===== config.mk =====
export PLATFORM = sky130hd
export DESIGN_NAME = flag_cond_unit
export DESIGN_NICKNAME = d
export VERILOG_FILES = /design/src/rtl/cond_pkg.sv /design/src/rtl/cond_eval.sv /design/src/rtl/flag_cond_unit.sv
export SDC_FILE = /design/constraint.sdc
export NUM_CORES = 1
export LEC_CHECK = 0
export BUFFER_PORTS_ARGS = -buffer_cell sky130_fd_sc_hd__buf_2
export CORE_AREA = 2 2 39 41
export CTS_CLUSTER_DIAMETER = 120
export DETAILED_ROUTE_END_ITERATION = 16
export DIE_AREA = 0 0 41 43
export PLACE_DENSITY = 0.67
export SLEW_MARGIN = 30
export SYNTH_ARGS = -nofsm -noshare
export SYNTH_HDL_FRONTEND = slang
export SYNTH_HIERARCHICAL = 1
export SYNTH_SLANG_ARGS = --single-unit

===== constraint.sdc =====
create_clock -name clk -period 3.5 [get_ports clk]
set_input_delay 0 -clock clk [delete_from_list [all_inputs] [get_ports clk]]
set_output_delay 0 -clock clk [all_outputs]
set_load 0.05 [all_outputs]

===== src/rtl/cond_pkg.sv =====
// Shared definitions for the flag/condition unit: ARMv8 condition codes
// and the bit positions of N, Z, C, V inside the packed flag vector.
package cond_pkg;

   typedef enum logic [3:0] {
      EQ = 4'h0,
      NE = 4'h1,
      CS = 4'h2,
      CC = 4'h3,
      MI = 4'h4,
      PL = 4'h5,
      VS = 4'h6,
      VC = 4'h7,
      HI = 4'h8,
      LS = 4'h9,
      GE = 4'hA,
      LT = 4'hB,
      GT = 4'hC,
      LE = 4'hD,
      AL = 4'hE,
      NV = 4'hF
   } cond_e;

   localparam int FLAG_N = 3;
   localparam int FLAG_Z = 2;
   localparam int FLAG_C = 1;
   localparam int FLAG_V = 0;

endpackage


===== src/rtl/cond_eval.sv =====
// Combinational ARMv8 condition-code evaluator: pass is 1 when the given
// condition holds for the supplied N, Z, C, V flags.
module cond_eval
   import cond_pkg::*;
(
   input  logic [3:0] cond,
   input  logic       N,
   input  logic       Z,
   input  logic       C,
   input  logic       V,
   output logic       pass
);

   // Decode the condition against the flags; AL and NV both always pass.
   always_comb begin
      pass = 1'b1;
      case (cond_e'(cond))
         EQ:      pass = Z;
         NE:      pass = ~Z;
         CS:      pass = C;
         CC:      pass = ~C;
         MI:      pass = N;
         PL:      pass = ~N;
         VS:      pass = V;
         VC:      pass = ~V;
         HI:      pass = C & ~Z;
         LS:      pass = ~C | Z;
         GE:      pass = (N == V);
         LT:      pass = (N != V);
         GT:      pass = ~Z & (N == V);
         LE:      pass = Z | (N != V);
         AL:      pass = 1'b1;
         NV:      pass = 1'b1;
         default: pass = 1'b1;
      endcase
   end

endmodule


===== src/rtl/flag_cond_unit.sv =====
// NZCV flag register plus registered B.cond decision, with optional
// same-cycle forwarding of ALU flags into the branch evaluation.
module flag_cond_unit
   import cond_pkg::*;
#(
   parameter int FORWARD = 1
)
(
   input  logic       clk,
   input  logic       reset,
   input  logic       alu_negative,
   input  logic       alu_zero,
   input  logic       alu_overflow,
   input  logic       alu_carry,
   input  logic       set_flags,
   input  logic       ex_valid,
   input  logic       cond_req,
   input  logic [3:0] cond,
   input  logic       stall,
   output logic [3:0] flags,
   output logic       br_valid,
   output logic       br_taken
);

   localparam logic FWD_EN = (FORWARD != 0);

   logic [3:0] flags_r;
   logic       br_valid_r;
   logic       br_taken_r;

   logic [3:0] live_flags_s;
   logic       flag_src_s;
   logic       flag_wr_s;
   logic [3:0] eff_flags_s;
   logic       pass_s;

   assign live_flags_s = {alu_negative, alu_zero, alu_carry, alu_overflow};

   // A bubble never produces flags, so it can neither write nor forward them.
   assign flag_src_s = ex_valid & set_flags;
   assign flag_wr_s  = flag_src_s & ~stall;

   // Select the flag view used by the branch this cycle.
   always_comb begin
      eff_flags_s = flags_r;
      if (FWD_EN && flag_src_s) begin
         eff_flags_s = live_flags_s;
      end else begin
         eff_flags_s = flags_r;
      end
   end

   cond_eval u_cond_eval (
      .cond (cond),
      .N    (eff_flags_s[FLAG_N]),
      .Z    (eff_flags_s[FLAG_Z]),
      .C    (eff_flags_s[FLAG_C]),
      .V    (eff_flags_s[FLAG_V]),
      .pass (pass_s)
   );

   // Flag register: load on a real flag-setting instruction unless frozen.
   always_ff @(posedge clk or posedge reset) begin
      if (reset) begin
         flags_r <= 4'b0000;
      end else if (flag_wr_s) begin
         flags_r <= live_flags_s;
      end else begin
         flags_r <= flags_r;
      end
   end

   // Decision register: one-cycle latency, held while stalled, taken qualified by valid.
   always_ff @(posedge clk or posedge reset) begin
      if (reset) begin
         br_valid_r <= 1'b0;
         br_taken_r <= 1'b0;
      end else if (!stall) begin
         br_valid_r <= cond_req;
         br_taken_r <= cond_req & pass_s;
      end else begin
         br_valid_r <= br_valid_r;
         br_taken_r <= br_taken_r;
      end
   end

   assign flags    = flags_r;
   assign br_valid = br_valid_r;
   assign br_taken = br_taken_r;

endmodule


==> out/qor.txt <==
WL/cell: 12.1 µm
Crit start category: flip-flop
First-pass GRT wire length: 1.79 mm
DP HPWL: 849 µm
CTS tree: yes
Post-synth cell types: 26
Peak supply drop: 0.153 mV
Pin count of the biggest net entering global routing: 11
Crit path buffers/inverters: 0
DR pass1 iterations: 4
Clock-pin transition on the worst setup and hold timing paths: 50 ps
Min-delay worst type: in2reg
Fmax: 577 MHz
# DRC: 0
RSZ-0062 raised after global routing: no
Post-DRT Antenna Nets: 0
Top cell type by total area after synthesis: dfrtp_1
Max Transition Viols Final: 0
EDFF count, synth: 0
CTS Buf Count: 3
Clock buffer depth: 2
Setup violators final: 0
GP Congestion: 0.793
Final Cycle Share: 49.5%
Asr flop ratio synth: 100%
Worst Path Arrival: 1900 ps
Worst EP required: 3670 ps
Syn Inst Count: 50
Final Hold Viols: 0
Final TNS setup: 0 ps
Die height: 43 µm
Clock Sinks: 6
CP endpoint kind: flip-flop
Clk_lat worst skew: 250 ps
Inst Count DP: 83
CP max stage delay: 400 ps
Mapped Nets: 64
I/O pin count: 20
Util after Layout: 47.3%
Area share of the largest cell type after synthesis: 30.3%
Area Overhead vs Synth: 32.1%
Fin crit period: 1730 ps
CP cell instances: mux2_2 > xor2_1 > or4_1 > nand2_1 > a22oi_1 > o21ai_1 > nand2_1 > o21ai_0
Setup CP Type: reg2reg
Detail-routed via count per cell: 5.28
Sequential element share of the synthesized area: 30.3%
Critical path's top delay family: simple AND/OR/NAND/NOR gates
Max Cap Viol: 0
Synthesized flop and latch total: 6
Critical path's most frequent cell: nand2_1
Die Width: 41 µm
Starting Density: 35.8%
Core area: 1380 µm²
Clock Skew: 3.18 ps
Routed Wire Length: 1.09 mm
Resized Gates After CTS: 0
Post-CTS Hold Buffers: 4
Main synth FF type: dfrtp_1
Total grt overflow: 0
Non-filler instance count after layout: 90
Run status: complete, no violations
Port-buffer cells: 19
Share of cells above drive strength 1: 48.6%
Initial antenna violation count: 0
Pleak: 0.320 nW
Vias in the first global route: 462
Synth Area per Inst: 9.91 µm²
Synth top area cells: dfrtp_1 (30%), mux2_2 (20%), xnor2_1 (5.3%)
Row count: 14
Mapped Area: 495 µm²
Via count: 475
H-tree levels: 1
Nets@finish: 90
Rel. slew slack: 82.2%
Setup bufs post-CTS: 0
Diodes inserted: 0
Slowest cell on crit path: or4_1
Top post-synthesis cells by count: mux2_2 (9), dfrtp_1 (6), nand2_1 (4)
Clock root buffer: clkbuf_4
DIE AREA: 1760 µm²
Pwr Density: 448 nW/µm²
Top-count cell post-synth: mux2_2
GRT Overall Usage: 15.2%
Worst Path Max Fanout: 3
Worst Max-Slew Pin Slew: 265 ps
Iter 0 DRT Violations: 5
Synth warnings: 6
## registers in the layout (all words and copies together), names as in the netlist
| register | flops |
|---|---|
| br_valid | 1 |
| flags | 4 |
| br_taken | 1 |
## through the flow
stage	worst slack, ps	hold WS, ps	cell area, µm²	total power [mW]
floorplan	1620	-209	495	0.192
global placement	1840	-73.6	592	0.220
detailed placement	1790	-67.5	592	0.224
CTS	1770	4.11	654	0.294
global route	1680	4.94	654	0.310
finish	1770	3.89	654	0.293
## layer usage
metal	vias up	share of wire [%]	track usage, %
met3	4	5.0	1.57
li1	229	-	-
met4	0	2.5	12.0
met1	223	41	14.9
met5	-	0	0
met2	19	52	26.3
## worst register-to-register path, cell delays in order (launching register included)
cell and delay (ps):
dfrtp_1 380, mux2_2 300, xor2_1 160, or4_1 400
nand2_1 80, a22oi_1 60, o21ai_1 80, nand2_1 60
o21ai_0 130
## final cells by class
class                   count  area (µm²)
clock buffers               3        22.5
fillers                   136         729
inverters                   2        7.51
multi-input cells          40         319
flip-flops and latches      6         150
well taps                  16        20.0
repair buffers             23         135
## power breakdown
group / leakage, nW / internal, mW / switching [mW] / total, mW
sequential: 0.0721 / 0.0811 / 0.00645 / 0.0875
clock: 0.0138 / 0.0390 / 0.0285 / 0.0675
combinational: 0.234 / 0.0529 / 0.0849 / 0.138
total: 0.320 / 0.173 / 0.120 / 0.293
## cell usage in the layout (no fill, tap or decap), drive strengths merged, types with 2 or more instances in the layout
cell type and count:
dlygate4sd3 4, and3b 2, nor2b 2, a22oi 2
dfrtp 6, nor2 2, o21ai 3, buf 19
xnor2 3, a21oi 3, inv 2, mux2 9
nand2 5, clkbuf 3
## final timing paths
path	startpoint	endpoint	depth (start not counted)	slack, ps
max	flags[0]	br_taken	8	1770
min	alu_overflow	flags[0]	2	4
max reg2reg	flags[0]	br_taken	8	1770
min reg2reg	br_taken	br_taken	2	500
max in group asynchronous	reset	br_taken	3	3100
min in group asynchronous	reset	flags[2]	3	200
## logic make-up after synthesis
kind of cell,share of synthesized area [%]
AO/OA/AOI/OAI,15.4
XOR/XNOR,7.07
buffers and inverters,5.30
flip-flops,30.3
multiplexers,20.5
AND/OR/NAND/NOR,21.5
Power figures use the tool's default switching activity.
